--- config.mk ---
export PLATFORM = sky130hd
export DESIGN_NAME = rcvr_arbiter
export DESIGN_NICKNAME = d
export VERILOG_FILES = /design/src/rtl/rcvr_arbiter.sv
export SDC_FILE = /design/constraint.sdc
export NUM_CORES = 1
export LEC_CHECK = 0
export BUFFER_PORTS_ARGS = -buffer_cell sky130_fd_sc_hd__buf_4
export CAP_MARGIN = 5
export CORE_MARGIN = 5
export CORE_UTILIZATION = 52
export DETAILED_ROUTE_END_ITERATION = 7
export GPL_TIMING_DRIVEN = 0
export PLACE_DENSITY_LB_ADDON = 0.05
export SKIP_CTS_REPAIR_TIMING = 1
export SYNTH_ARGS = -nofsm -noshare
export SYNTH_HDL_FRONTEND = slang
export SYNTH_SLANG_ARGS = --single-unit
--- constraint.sdc ---
create_clock -name clock -period 4.73 [get_ports clock]
set_input_delay 0.946 -clock clock [delete_from_list [all_inputs] [get_ports clock]]
set_output_delay 0.946 -clock clock [all_outputs]
set_load 0.02 [all_outputs]
--- src/rtl/rcvr_arbiter.sv ---
// Round-robin read scheduler for a bank of serial frame receivers.
// Captures one byte per grant and hands it downstream on valid/accept.
module rcvr_arbiter #(
    parameter int N      = 4,
    parameter int DATA_W = 8,
    parameter int CNT_W  = 8
) (
    input  logic                 clock,
    input  logic                 reset,
    input  logic [N-1:0]         chan_enable,
    input  logic [N-1:0]         rx_ready,
    input  logic [N-1:0]         rx_overrun,
    input  logic [N*DATA_W-1:0]  rx_data,
    output logic [N-1:0]         rx_reading,
    output logic                 out_valid,
    input  logic                 out_accept,
    output logic [DATA_W-1:0]    out_data,
    output logic [$clog2(N)-1:0] out_chan,
    output logic                 out_ovr,
    output logic [CNT_W-1:0]     ovr_count,
    input  logic                 ovr_clear
);

    localparam int PW = $clog2(N);

    typedef enum logic [1:0] {
        IDLE  = 2'd0,
        READ  = 2'd1,
        VALID = 2'd2
    } state_t;

    state_t            state_q, state_d;
    logic [PW-1:0]     rr_ptr_q, rr_ptr_d;
    logic [N-1:0]      rd_q, rd_d;
    logic [DATA_W-1:0] data_q, data_d;
    logic [PW-1:0]     chan_q, chan_d;
    logic              ovr_q, ovr_d;
    logic [CNT_W-1:0]  cnt_q, cnt_d;

    logic [N-1:0]      req;
    logic              found;
    logic [PW-1:0]     gnt_idx;
    logic [PW-1:0]     idx;
    logic [PW-1:0]     ptr_next;

    assign req = rx_ready & chan_enable;

    // First requester at or above rr_ptr, wrapping past N-1.
    always_comb begin
        found   = 1'b0;
        gnt_idx = '0;
        idx     = '0;
        for (int i = 0; i < N; i++) begin
            idx = PW'((int'(rr_ptr_q) + i) % N);
            if (!found && req[idx]) begin
                found   = 1'b1;
                gnt_idx = idx;
            end
        end
    end

    assign ptr_next = PW'((int'(gnt_idx) + 1) % N);

    always_comb begin
        state_d  = state_q;
        rr_ptr_d = rr_ptr_q;
        rd_d     = '0;
        data_d   = data_q;
        chan_d   = chan_q;
        ovr_d    = ovr_q;
        cnt_d    = cnt_q;
        unique case (state_q)
            IDLE: begin
                if (found) begin
                    chan_d       = gnt_idx;
                    data_d       = rx_data[int'(gnt_idx)*DATA_W +: DATA_W];
                    ovr_d        = rx_overrun[gnt_idx];
                    rr_ptr_d     = ptr_next;
                    rd_d[gnt_idx] = 1'b1;
                    state_d      = READ;
                    if (rx_overrun[gnt_idx] && cnt_q != '1) begin
                        cnt_d = cnt_q + CNT_W'(1);
                    end
                end
            end
            READ: begin
                state_d = VALID;
            end
            VALID: begin
                if (out_accept) begin
                    state_d = IDLE;
                end
            end
            default: begin
                state_d = IDLE;
            end
        endcase
        // A clear wins over an increment in the same cycle.
        if (ovr_clear) begin
            cnt_d = '0;
        end
    end

    always_ff @(posedge clock or negedge reset) begin
        if (!reset) begin
            state_q  <= IDLE;
            rr_ptr_q <= '0;
            rd_q     <= '0;
            data_q   <= '0;
            chan_q   <= '0;
            ovr_q    <= 1'b0;
            cnt_q    <= '0;
        end else begin
            state_q  <= state_d;
            rr_ptr_q <= rr_ptr_d;
            rd_q     <= rd_d;
            data_q   <= data_d;
            chan_q   <= chan_d;
            ovr_q    <= ovr_d;
            cnt_q    <= cnt_d;
        end
    end

    assign rx_reading = rd_q;
    assign out_valid  = (state_q == VALID);
    assign out_data   = data_q;
    assign out_chan   = chan_q;
    assign out_ovr    = ovr_q;
    assign ovr_count  = cnt_q;

endmodule

==> metrics.yaml <==
outcome:
  status: "finished clean"
hold_path:
  hp-class: "input port to asynchronous set/reset pin"
logic_synthesis:
  yosys_warnings: 0
  synth-edff-count: 0
  synth_cell_type_count: 41
  syn-mean-instance-area_sq_um: 10.0
  async_flop_share_pct: 100
  synthTopCellsByArea: "dfrtp_1 (38%), mux2i_1 (9.6%), mux2_2 (6.3%), nand2_1 (4.9%), o21ai_0 (3.7%)"
  syn-instance-count: 178
  synth_flop_cell: "dfrtp_1"
  synthTopCellsByCount: "dfrtp_1 (27), nand2_1 (23), mux2i_1 (17), o21ai_0 (13), mux2_2 (10)"
  yosysSeqAreaShare_pct: 38.0
  synth.most_common_cell: "dfrtp_1"
  netlist_area_sq_mm: 0.00178
  syn_nets: 231
  ys_seq_elements: 27
  synth_top_cell_by_area: "dfrtp_1"
  yosysTopAreaCellShare_pct: 38.0
pwr:
  pwr-share-clk_pct: 10.8
  p_comb_share_pct: 52.7
  power.net_switching_mw: 0.386
  power_switching_share_pct: 40.8
  p_total_mw: 0.946
  seq_power_share_pct: 36.5
  vdd_ir_drop_max_v: 0.000245
  leakagePower_nw: 1.24
  power_density_mw_per_mm2: 394
  power.internal_mw: 0.561
place:
  placed_area_sq_mm: 0.00237
  io_buffer_count: 71
  finalWeightedCongestion: 0.766
  place_inst: 295
  dp_hpwl_um: 3220
clock_tree:
  clk_latency_ns: 0.32
  clk_pin_slew_ns: 0.15
  h-tree-depth: 1
  cts_tree: "built"
  cts_sinks: 27
  cts_buffer_depth: 2
  clock_tree.root_cell: "clkbuf_4"
  numCtsBuffers: 3
detailed_routing:
  post_drt_wl_per_cell_um: 13.3
  firstDrtPassIters: 4
  via_per_inst: 5.18
  drtIter0Drc: 63
  ant_nets: 0
  drc: 0
  drt_wl_total_um: 3980
  vias: 1550
grt:
  grt_pass1_wl_um: 6500
  grt_remaining_overflow: 0
  antenna_found_initial: 0
  grtUsageTotal_pct: 18.1
  grt_max_degree: 28
  grt_pass1_vias: 1456
sta:
  fmax_mhz: 397
  tns_ns: 0
  fin_crit_sh_pct: 53.3
  slew_violations: 0
  setup_viol: 0
  finalHoldViolCount: 0
  period_needed_ns: 2.52
  slew_headroom_pct: 70.6
  worst_slew_pin_slew_ns: 0.442
  rsz0062_at_grt: "false"
  finalClockSkew_ns: 0.00189
cells_and_area:
  fillCellCount: 282
  n_antenna_cell: 0
  final_nets: 307
  area_delta_synth_final_pct: 34.9
  multi_input_area_sq_mm: 0.00105
  drive_gt1_share_pct: 39.5
  finalInstanceArea_sq_mm: 0.00240
  final_cell_count_no_fill: 299
  regArea_sq_um: 676
flow_run:
  cap_violations: 0
worst_setup_path:
  critPathKind: "input port to register"
  cp-end-kind: "register"
  cp_max_fo: 10
  startpoint_type: "input port"
  required_ns: 4.96
  reg2reg_depth: 8
  arrival_ns: 2.75
floorplan:
  core_sq_mm: 0.00334
  die_h_um: 68.5
  top_level_ports: 72
  initial_core_util_pct: 53.3
  die_area_sq_mm: 0.00469
  die_w_um: 68.5
  num_rows: 21
-- flip-flops by register name, indices dropped and copies added (netlist names) --
name	count
out_data	8
ovr_count	8
rx_reading	4
out_chan	2
rr_ptr_q	2
state_q	2
out_ovr	1
-- worst max-delay path, cell delays in order --
cell      delay (ns)
buf_4           0.09
nand2_1         0.14
a311o_1         0.43
clkinv_2        0.14
o211ai_1        0.15
a21oi_2         0.33
o21a_1          0.21
mux2_1          0.31
-- power by group through the flow --
| stage | Sequential [mW] | Combinational, mW | Clock, mW |
|---|---|---|---|
| 2_1_floorplan | 0.412 | 0.255 | 0 |
| 3_3_place_gp | 0.349 | 0.499 | 0 |
| 3_5_place_dp | 0.350 | 0.507 | 0 |
| 4_1_cts | 0.346 | 0.507 | 0.104 |
| 5_1_grt | 0.355 | 0.553 | 0.117 |
| 6_report | 0.345 | 0.499 | 0.102 |
-- kinds of logic after synthesis --
family	Yosys count	synth area share [%]
DFF	27	38.0
buffers and inverters	9	2.88
and+or+nand+nor	69	20.5
muxes	33	19.9
AOI/OAI and AO/OA	35	15.2
adders and majority gates	5	3.52
-- through the flow --
stage	utilization, %	hold WS [ns]	setup WS, ns
after CTS	71.9	0.505	2.23
after global routing	71.9	0.507	2.07
after detailed placement	71.0	0.472	1.87
final	71.9	0.495	2.21
after floorplan	-	0.514	2.13
after global placement	71.0	0.464	1.89
-- final cells by class --
type,count,share of cell area [%]
plain buffers,6,1.62
clock inverters,1,0.313
inverters,3,0.521
clock buffers,3,0.938
repair buffers,71,22.2
multi-input cells,142,43.8
flip-flops and latches,27,28.2
well taps,46,2.40
-- cells in the final DEF (no fill, tap or decap), types with 2 or more instances in the layout --
master	count
o21a_1	6
clkbuf_4	3
a22oi_1	2
mux2i_1	17
mux2_1	5
buf_4	71
o211ai_1	2
nor2b_1	7
nand2_1	23
a21oi_1	2
buf_6	2
nand3b_1	3
clkbuf_1	3
ha_1	5
o21ai_0	13
nor2_1	9
and3_1	4
and2_1	9
dfrtp_1	27
o21ai_1	2
nand2b_1	2
mux2_2	10
nand3_1	5
-- routing by layer --
metal  part of all wire (%)  vias to the layer above  global-route usage [%]
met5                      0                        -                       0
met4                   0.48                        0                    2.98
met3                    8.7                        4                    4.21
met2                     46                       53                    30.8
met1                     45                      703                    23.7
li1                       -                      790                       -
-- worst paths after layout --
kind                             start      endpoint  slack, ns
min in group clock         out_data[6]   out_data[6]       0.50
hold reg to reg            out_data[6]   out_data[6]       0.50
max in group asynchronous        reset    state_q[0]       3.98
setup reg to reg           rr_ptr_q[1]  ovr_count[6]       2.55
hold / removal                   reset  ovr_count[7]       0.50
setup / recovery           rx_ready[1]  ovr_count[5]       2.21
Note: power is estimated with default switching activity, not from simulation.
